**src/rtl/hazard_pkg.sv**
```systemverilog
// Shared types and constants for the pipeline hazard controller.
package hazard_pkg;

  typedef enum logic [1:0] {
    IDLE,
    BUSY,
    DONE
  } div_state_t;

  localparam logic [1:0] FWD_RF  = 2'b00;
  localparam logic [1:0] FWD_MEM = 2'b10;
  localparam logic [1:0] FWD_WB  = 2'b01;

endpackage

```
**src/rtl/hazard_div_seq.sv**
```systemverilog
// Divider sequencer: freezes the pipe while a multi-cycle divide is in flight.
module hazard_div_seq
  import hazard_pkg::*;
#(
  parameter int unsigned DIV_CYCLES = 32
) (
  input  logic clk,
  input  logic rst,
  input  logic divStart,
  input  logic except,
  output logic divStall,
  output logic divBusy
);

  localparam logic [7:0] CNT_LOAD = 8'(DIV_CYCLES - 1);

  div_state_t state, stateNxt;
  logic [7:0] cnt, cntNxt;

  always_ff @(posedge clk or negedge rst) begin
    if (!rst) begin
      state <= IDLE;
      cnt   <= '0;
    end else begin
      state <= stateNxt;
      cnt   <= cntNxt;
    end
  end

  // The exit test looks at the decremented count, so the start cycle plus
  // DIV_CYCLES-1 BUSY cycles give a stall of exactly DIV_CYCLES cycles.
  always_comb begin
    stateNxt = state;
    cntNxt   = cnt;
    case (state)
      IDLE: begin
        if (divStart) begin
          stateNxt = BUSY;
          cntNxt   = CNT_LOAD;
        end
      end
      BUSY: begin
        cntNxt = cnt - 8'd1;
        if (cntNxt == '0) stateNxt = DONE;
      end
      DONE:    stateNxt = IDLE;
      default: stateNxt = IDLE;
    endcase
    if (except) begin
      stateNxt = IDLE;
      cntNxt   = '0;
    end
  end

  assign divStall = ((state == IDLE) && divStart) || (state == BUSY);
  assign divBusy  = (state != IDLE);

endmodule

```
**src/rtl/hazard_ctrl.sv**
```systemverilog
// Hazard controller for the 5-stage core: forwarding, interlocks, divider
// freeze, exception flush and a saturating stall-cycle counter.
module hazard_ctrl
  import hazard_pkg::*;
#(
  parameter int unsigned REG_AW     = 5,
  parameter int unsigned DIV_CYCLES = 32,
  parameter int unsigned CNT_W      = 32
) (
  input  logic              clk,
  input  logic              rst,
  input  logic [REG_AW-1:0] rsD,
  input  logic [REG_AW-1:0] rtD,
  input  logic              branchD,
  input  logic [REG_AW-1:0] rsE,
  input  logic [REG_AW-1:0] rtE,
  input  logic [REG_AW-1:0] writeregE,
  input  logic              regwriteE,
  input  logic              memtoregE,
  input  logic              div_startE,
  input  logic [REG_AW-1:0] writeregM,
  input  logic              regwriteM,
  input  logic              memtoregM,
  input  logic              exceptM,
  input  logic [REG_AW-1:0] writeregW,
  input  logic              regwriteW,
  output logic              stallF,
  output logic              stallD,
  output logic              stallE,
  output logic              flushD,
  output logic              flushE,
  output logic              flushM,
  output logic              flushW,
  output logic [1:0]        forwardaE,
  output logic [1:0]        forwardbE,
  output logic              forwardaD,
  output logic              forwardbD,
  output logic              div_busy,
  output logic [CNT_W-1:0]  stall_cnt
);

  logic divStall, lwStall, brStall;
  logic hitE, hitM;

  hazard_div_seq #(.DIV_CYCLES(DIV_CYCLES)) uDivSeq (
    .clk      (clk),
    .rst      (rst),
    .divStart (div_startE),
    .except   (exceptM),
    .divStall (divStall),
    .divBusy  (div_busy)
  );

  always_comb begin
    forwardaE = FWD_RF;
    if (rsE != '0) begin
      if (regwriteM && (rsE == writeregM))      forwardaE = FWD_MEM;
      else if (regwriteW && (rsE == writeregW)) forwardaE = FWD_WB;
    end
  end

  always_comb begin
    forwardbE = FWD_RF;
    if (rtE != '0) begin
      if (regwriteM && (rtE == writeregM))      forwardbE = FWD_MEM;
      else if (regwriteW && (rtE == writeregW)) forwardbE = FWD_WB;
    end
  end

  assign forwardaD = (rsD != '0) && regwriteM && (rsD == writeregM);
  assign forwardbD = (rtD != '0) && regwriteM && (rtD == writeregM);

  assign hitE    = (writeregE != '0) && ((writeregE == rsD) || (writeregE == rtD));
  assign hitM    = (writeregM != '0) && ((writeregM == rsD) || (writeregM == rtD));
  assign lwStall = memtoregE && hitE;
  assign brStall = branchD && ((regwriteE && hitE) || (memtoregM && hitM));

  always_comb begin
    stallF = 1'b0;
    stallD = 1'b0;
    stallE = 1'b0;
    flushD = 1'b0;
    flushE = 1'b0;
    flushM = 1'b0;
    flushW = 1'b0;
    if (!rst) begin
      stallF = 1'b0;
    end else if (exceptM) begin
      flushD = 1'b1;
      flushE = 1'b1;
      flushM = 1'b1;
      flushW = 1'b1;
    end else if (divStall) begin
      stallF = 1'b1;
      stallD = 1'b1;
      stallE = 1'b1;
      flushM = 1'b1;
    end else if (lwStall || brStall) begin
      stallF = 1'b1;
      stallD = 1'b1;
      flushE = 1'b1;
    end
  end

  always_ff @(posedge clk or negedge rst) begin
    if (!rst) begin
      stall_cnt <= '0;
    end else if (stallF && (stall_cnt != '1)) begin
      stall_cnt <= stall_cnt + 1'b1;
    end
  end

endmodule

```
**config.mk**
```make
export PLATFORM = sky130hd
export DESIGN_NAME = hazard_ctrl
export DESIGN_NICKNAME = d
export VERILOG_FILES = /design/src/rtl/hazard_pkg.sv /design/src/rtl/hazard_div_seq.sv /design/src/rtl/hazard_ctrl.sv
export SDC_FILE = /design/constraint.sdc
export NUM_CORES = 1
export LEC_CHECK = 0
export CORE_UTILIZATION = 40
export DETAILED_ROUTE_END_ITERATION = 6
export GPL_ROUTABILITY_DRIVEN = 0
export PLACE_DENSITY_LB_ADDON = 0.2
export REMOVE_ABC_BUFFERS = 1
export SETUP_SLACK_MARGIN = 0.4
export SYNTH_ARGS = -nofsm -noshare
export SYNTH_HDL_FRONTEND = slang
export SYNTH_SLANG_ARGS = --single-unit
export TNS_END_PERCENT = 1
```
**constraint.sdc**
```tcl
create_clock -name clk -period 2.65 [get_ports clk]
set_input_delay 0.53 -clock clk [delete_from_list [all_inputs] [get_ports clk]]
set_output_delay 0.53 -clock clk [all_outputs]
set_load 0.02 [all_outputs]
```
=== Word-level counts from Yosys, hierarchy flattened ===
Index checks and enable logic that the tools add are counted.

* Logic and storage cells: 79
* Input bits: 45
* Flip-flop bits (word level): 42

* Equal/unequal tests: 14
* Reductions and logical operators: 33
* $add $sub $neg: 2
* Multiplexer cells: 27

{| class="wikitable"
|+ Operators with widths
! kind !! number
|-
| equality test 5 bit || 10
|-
| adder 32 x 1 -> 32 bit, second input constant || 1
|-
| inequality test 32 bit, second input constant || 1
|-
| nonzero test 5 bit || 6
|-
| logical AND 1 bit || 16
|-
| two-way mux 1 bit || 16
|-
| two-way mux 8 bit || 2
|-
| case mux 8 bit (2 select lines) || 1
|-
| two-way mux 2 bit || 7
|-
| zero test 8 bit || 1
|-
| subtractor 8 x 1 -> 8 bit, second input constant || 1
|-
| logical OR 1 bit || 5
|-
| case mux 2 bit (2 select lines) || 1
|-
| AND reduction 2 bit || 2
|-
| inequality test 3 x 2 -> 1 bit, second input constant || 1
|-
| inequality test 3 bit, second input constant || 1
|-
| nonzero test 3 bit || 1
|-
| equality test 2 x 1 -> 1 bit, second input constant || 1
|-
| zero test 2 bit || 1
|-
| nonzero test 2 bit || 1
|}

=== Longest topological paths before layout ===
Gate-level depths: netlist of the first run.

* Depth after elaboration: 12
* Gate-level depth with buffers: 9
* Gate-level depth less buffers: 9

=== Hierarchy ===
Synthesis of the first run repeated with hierarchy kept, for this count alone.

* Cell total of the unflattened synthesis: 316
* Area, all modules: 2944.1 µm²

{| class="wikitable"
|+ Modules (own cells, without submodules)
! module !! cells each !! area an instance (µm²) !! times used
|-
| hazard_ctrl || 247 || 2322.2 || 1
|-
| hazard_div_seq || 69 || 621.8 || 1
|}

=== Least setup slack after synthesis of the first run ===
Ideal clock, no wire load.

* Path type: in2out
* From: input writeregM[1]
* To: output stallF
* Path slack: -0.071 ns
* Stages on the path: 8
* Arrival: 2.191 ns
* Path buffers: 3
* Cells stage by stage: buf_2 -> or4_1 -> nor2_1 -> a211oi_2 -> o311ai_4 -> buf_2 -> inv_1 -> buf_4

* Cells in the longest elaborated chain, start to end: 11
* Elaborated cells on any way between the ends: 13
* Classes of those cells: 2 x eq/ne; 4 x mux; 7 x reduce/logical

{| class="wikitable"
|+ Ends and longest elaborated chain
! item !! RTL line !! RTL
|-
| from (decl) || hazard_ctrl.sv:21 || <nowiki>input logic [REG_AW-1:0] writeregM,</nowiki>
|-
| equality test 5 bit || hazard_ctrl.sv:74 || <nowiki>assign hitM = (writeregM != '0) && ((writeregM == rsD) || (writeregM == rtD));</nowiki>
|-
| logical OR 1 bit || hazard_ctrl.sv:74 ||
|-
| logical AND 1 bit * || hazard_ctrl.sv:74 ||
|-
| logical AND 1 bit * || hazard_ctrl.sv:76 || <nowiki>assign brStall = branchD && ((regwriteE && hitE) || (memtoregM && hitM));</nowiki>
|-
| logical OR 1 bit * || hazard_ctrl.sv:76 ||
|-
| logical AND 1 bit * || hazard_ctrl.sv:76 ||
|-
| logical OR 1 bit * || hazard_ctrl.sv:98 || <nowiki>end else if (lwStall || brStall) begin</nowiki>
|-
| two-way mux 1 bit * (4 in series) || -- ||
|-
| to (decl) || hazard_ctrl.sv:27 || <nowiki>output logic stallF,</nowiki>
|}

Every way passes the cells marked *; elsewhere a longest branch is shown, timed or not.

=== Final worst setup path of the first run ===
* From: input writeregE[1]
* To: output stallF

* Cells in the longest elaborated chain, start to end: 11
* Elaborated cells on any way between the ends: 14
* Classes of those cells: 2 x eq/ne; 4 x mux; 8 x reduce/logical

{| class="wikitable"
|+ Ends and longest elaborated chain
! item !! RTL line !! RTL
|-
| from (decl) || hazard_ctrl.sv:17 || <nowiki>input logic [REG_AW-1:0] writeregE,</nowiki>
|-
| equality test 5 bit || hazard_ctrl.sv:73 || <nowiki>assign hitE = (writeregE != '0) && ((writeregE == rsD) || (writeregE == rtD));</nowiki>
|-
| logical OR 1 bit || hazard_ctrl.sv:73 ||
|-
| logical AND 1 bit * || hazard_ctrl.sv:73 ||
|-
| logical AND 1 bit || hazard_ctrl.sv:76 ||
|-
| logical OR 1 bit || hazard_ctrl.sv:76 ||
|-
| logical AND 1 bit || hazard_ctrl.sv:76 ||
|-
| logical OR 1 bit * || hazard_ctrl.sv:98 ||
|-
| two-way mux 1 bit * || hazard_ctrl.sv:98 ||
|-
| two-way mux 1 bit * || hazard_ctrl.sv:93 || <nowiki>end else if (divStall) begin</nowiki>
|-
| two-way mux 1 bit * || hazard_ctrl.sv:88 || <nowiki>end else if (exceptM) begin</nowiki>
|-
| two-way mux 1 bit * || hazard_ctrl.sv:86 || <nowiki>if (!rst) begin</nowiki>
|}

Marked as above.

==> impl_summary.log, run 1 <==
INFO  metric path_max_fanout = 2
INFO  metric post_route_cells_drive_above_1_share = 0.1885
INFO  metric synthDominantCellAreaShare = 0.3667
INFO  metric grtUsageTotal = 0.2042
INFO  metric avgRoutedWirePerCell = about 14 µm
INFO  metric final_nets = between 400 and 500
INFO  metric static-leakage-power = 1.901 nW
INFO  metric crit_path_max_incr_delay = 0.56 ns
INFO  metric critical_path_class = in2out
INFO  metric clock_tree_from_tritoncts = yes
INFO  metric place.detailed.hpwl = 5638 µm
INFO  metric synthDistinctLibCells = 46
INFO  metric r2r.worst_path.cells = 9
INFO  metric final.period_utilization = 0.9705
INFO  metric hold_path_class = in2async
INFO  metric worstSetupEndpointType = output port
INFO  metric worstPathArrival = 2.04 ns
INFO  metric final-hold-violation-count = 0
INFO  metric clk_root_buffer_cell = clkbuf_8
INFO  metric start_util = 0.4173
INFO  metric synth-edff-count = 0
INFO  metric yosysWarnings = 0
INFO  metric clk-insertion-delay-late = 0.29 ns
INFO  metric fillers = between 600 and 700
INFO  metric remaining_drc_errors = 0
INFO  metric synth_flop_cell = dfrtp_1
INFO  metric clock-skew-final = 0.01212 ns
INFO  metric first_pass_iters = 4
INFO  metric cts_sinks = 42
INFO  metric pwr_density_cell = 453.7 nW/µm²
INFO  metric cts_hold_buffers = 0
INFO  metric grt_antenna_before_repair = 1
INFO  metric synth.area.top_cells = dfrtp_1 37%, xor2_1 17%, nor3_1 5.6%
INFO  metric viasPerCell = 5.113
INFO  metric cts_max_path_buffers = 2
INFO  metric grt_max_degree = 32
INFO  metric synth.largest_area_cell = dfrtp_1
INFO  metric vias = roughly 2700
INFO  metric grt_pass1_wl = 12160 µm
INFO  metric maxClockFrequency = between 300 and 400 MHz
INFO  metric total_power = 1.893 mW
INFO  metric row_count = 30
INFO  metric number_of_global_route_vias_before_repair = 2652
INFO  metric reg2reg_to = stall_cnt[5]$_DFFE_PN0P_
INFO  metric design.core.area = just under 7000 µm²
INFO  metric htree_num_levels = 2
INFO  metric vdd.ir_drop.worst = roughly 0.57 mV
INFO  metric run_status = complete, no violations
INFO  metric netlist_area = between 2000 and 3000 µm²
INFO  metric dieArea = 7509 µm²
INFO  metric rel_slew_slack = 0.6209
INFO  metric final.min_clock_period = between 2 and 3 ns
INFO  metric setup_viol = 0
INFO  metric detailedRoute.firstIterationViolations = 100
INFO  metric setup_repair_after_global_routing_missed_its_margin = yes
INFO  metric syn_to_final_growth = 45.57%
INFO  metric synth_seq_area_share = 0.3667
INFO  metric antenna_violating_nets_post_route = 0
INFO  metric crit_path_cell_trace = buf_8 -> or4_1 -> nor2_2 -> a211oi_2 -> buf_4 -> o311ai_4 -> inv_2 -> buf_6
INFO  metric die_w = about 87 µm
INFO  metric dpl_worst_slack = -0.7555 ns
INFO  metric worst_hold_slack = a little over 0.05 ns
INFO  metric synth-seq-cells = 42
INFO  metric route.final.wire_length = 7321 µm
INFO  metric rr_startpoint = stall_cnt[0]$_DFFE_PN0P_
INFO  metric synthCells = 316
INFO  metric worst_margin_slew = ~0.56 ns
INFO  metric min_setup_slack_post_route = 0.07817 ns
INFO  metric ys_async_sr_fraction = 1.000
INFO  metric finalMaxSlewViolations = 0
INFO  metric clk_transition_reported_paths = 0.09 ns
INFO  metric die_y = 86.66 µm
INFO  metric timing.reg2reg.setup_slack = 0.32 ns
INFO  metric setup_total_negative_slack = 0 ns
INFO  metric cts-buffers-inserted = 5
INFO  metric cp_slowest_cell = or4_1
INFO  metric utilization = 0.6075
INFO  metric place.port_buffers = 90
INFO  metric maxCapViolations = 0
INFO  metric synth.avg_cell_area = 9.071 µm²
INFO  metric pin_count = 91
INFO  metric timing.critical_path.from_type = input port
INFO  metric globalRouteOverflowTotal = 0
INFO  metric timing.critical_path.required = 2.12 ns
[synth_stat cells, drive strengths merged (2+ instances only)]
| cell | count |
|---|---|
| nand2b | 2 |
| o21ai | 6 |
| clkbuf | 4 |
| nand3 | 21 |
| nand2 | 19 |
| a221oi | 2 |
| nor4 | 8 |
| nand4 | 6 |
| a31oi | 2 |
| buf | 11 |
| dfrtp | 42 |
| and3 | 7 |
| or4 | 6 |
| a21oi | 4 |
| a211oi | 4 |
| xnor2 | 18 |
| nor2 | 25 |
| or2 | 3 |
| nor3 | 34 |
| inv | 7 |
| nor2b | 3 |
| nor3b | 4 |
| a21boi | 3 |
| a22oi | 2 |
| ha | 3 |
| and4 | 2 |
| xor2 | 56 |
| or3 | 2 |
[area by class of cell]
cell class | count | area (µm²) | area share
clock buffer | 7 | 76.32 | 0.01829
antenna | 1 | 2.502 | 0.0005997
timing repair buffer | 126 | 1114 | 0.2669
clock inverter | 1 | 30.03 | 0.007196
sequential | 42 | 1051 | 0.2519
tap | 96 | 120.1 | 0.02879
inverter | 7 | 26.28 | 0.006297
multi-input combinational | 252 | 1753 | 0.4201
[worst max path at each step]
stage                 start     end  slack [ns]
6_report       writeregE[1]  stallF        0.08
5_1_grt              rtD[0]  flushE        0.03
4_1_cts        writeregE[1]  stallF        0.07
3_5_place_dp   writeregM[2]  flushE       -0.76
3_3_place_gp   writeregM[1]  flushE       -0.67
2_1_floorplan  writeregE[1]  stallD       -0.32
[routing by layer]
| layer | vias to the layer above | global-route usage | wire length, µm |
|---|---|---|---|
| met5 | - | 0 | 0 |
| met4 | 0 | 0.05303 | 78 |
| met3 | 7 | 0.04476 | 387 |
| met2 | 75 | 0.3333 | 3503 |
| met1 | 1296 | 0.2744 | 3352 |
| li1 | 1342 | - | - |
[registers in the layout (all words and copies together), names as in the netlist]
register and flops:
stall_cnt 32, uDivSeq.state 2, uDivSeq.cnt 8
[stage by stage]
| stage | instance area [µm²] | cells |
|---|---|---|
| 2_1_floorplan | 2786 | 301 |
| 3_3_place_gp | 4043 | 519 |
| 3_5_place_dp | 4043 | 519 |
| 4_1_cts | 4130 | 529 |
| 5_1_grt | 4173 | 532 |
| 6_report | 4173 | 532 |
[worst max-delay path, delay by kind of cell]
| family | cells | cell delay [ns] |
|---|---|---|
| simple gates | 2 | 0.71 |
| compound gates | 2 | 0.32 |
| buf+inv | 4 | 0.47 |
[what timing repair did]
action                                  in CTS  in global routing
endpoints found under the hold margin        0                  0
resized for setup                           87                 29
gates cloned                                 0                  0
endpoints found under the setup margin      45                 45
setup buffers                                2                  2
pin swaps                                   11                 13
[cell families (layout without fill, tap and decap cells)]
family          count (synthesis)  count (layout)  share of synthesized area
compound gates                 27              27                    0.07202
xor+xnor                       74              74                     0.2261
fa+ha+maj                       3               3                    0.01310
buf+inv                        22             141                    0.03710
flops                          42              42                     0.3667
mux                             1               1                   0.003928
other cells                     0               1                          0
simple gates                  147             147                     0.2811
[cells in the final DEF, fill, tap and decap left out, types with 5 or more instances in the layout]
master	n
and3_1	7
buf_2	6
buf_4	38
clkbuf_2	5
clkbuf_8	5
clkdlybuf4s50_1	55
dfrtp_1	42
dlygate4sd2_1	12
inv_1	6
nand2_1	19
nand3_1	20
nand4_1	6
nor2_1	21
nor3_1	32
o21ai_0	5
xnor2_1	17
xor2_1	56
[where the power goes]
part	leakage (nW)	switching (mW)	internal (mW)
clock network	0.0525	0.221	0.282
logic	1.29	0.290	0.304
registers	0.555	0.0873	0.709
No activity file was read; power rests on OpenSTA's default activity.
==> run 2, diff against run 1 <==
--- a/config.mk
+++ b/config.mk
@@ -5,6 +5,7 @@
 export SDC_FILE = /design/constraint.sdc
 export NUM_CORES = 1
 export LEC_CHECK = 0
+export ABC_CLOCK_PERIOD_IN_PS = 2650
 export CORE_UTILIZATION = 40
 export DETAILED_ROUTE_END_ITERATION = 6
 export GPL_ROUTABILITY_DRIVEN = 0
==> results of run 2 <==
No change in the layout: final DEF, timing and power equal those of run 1.
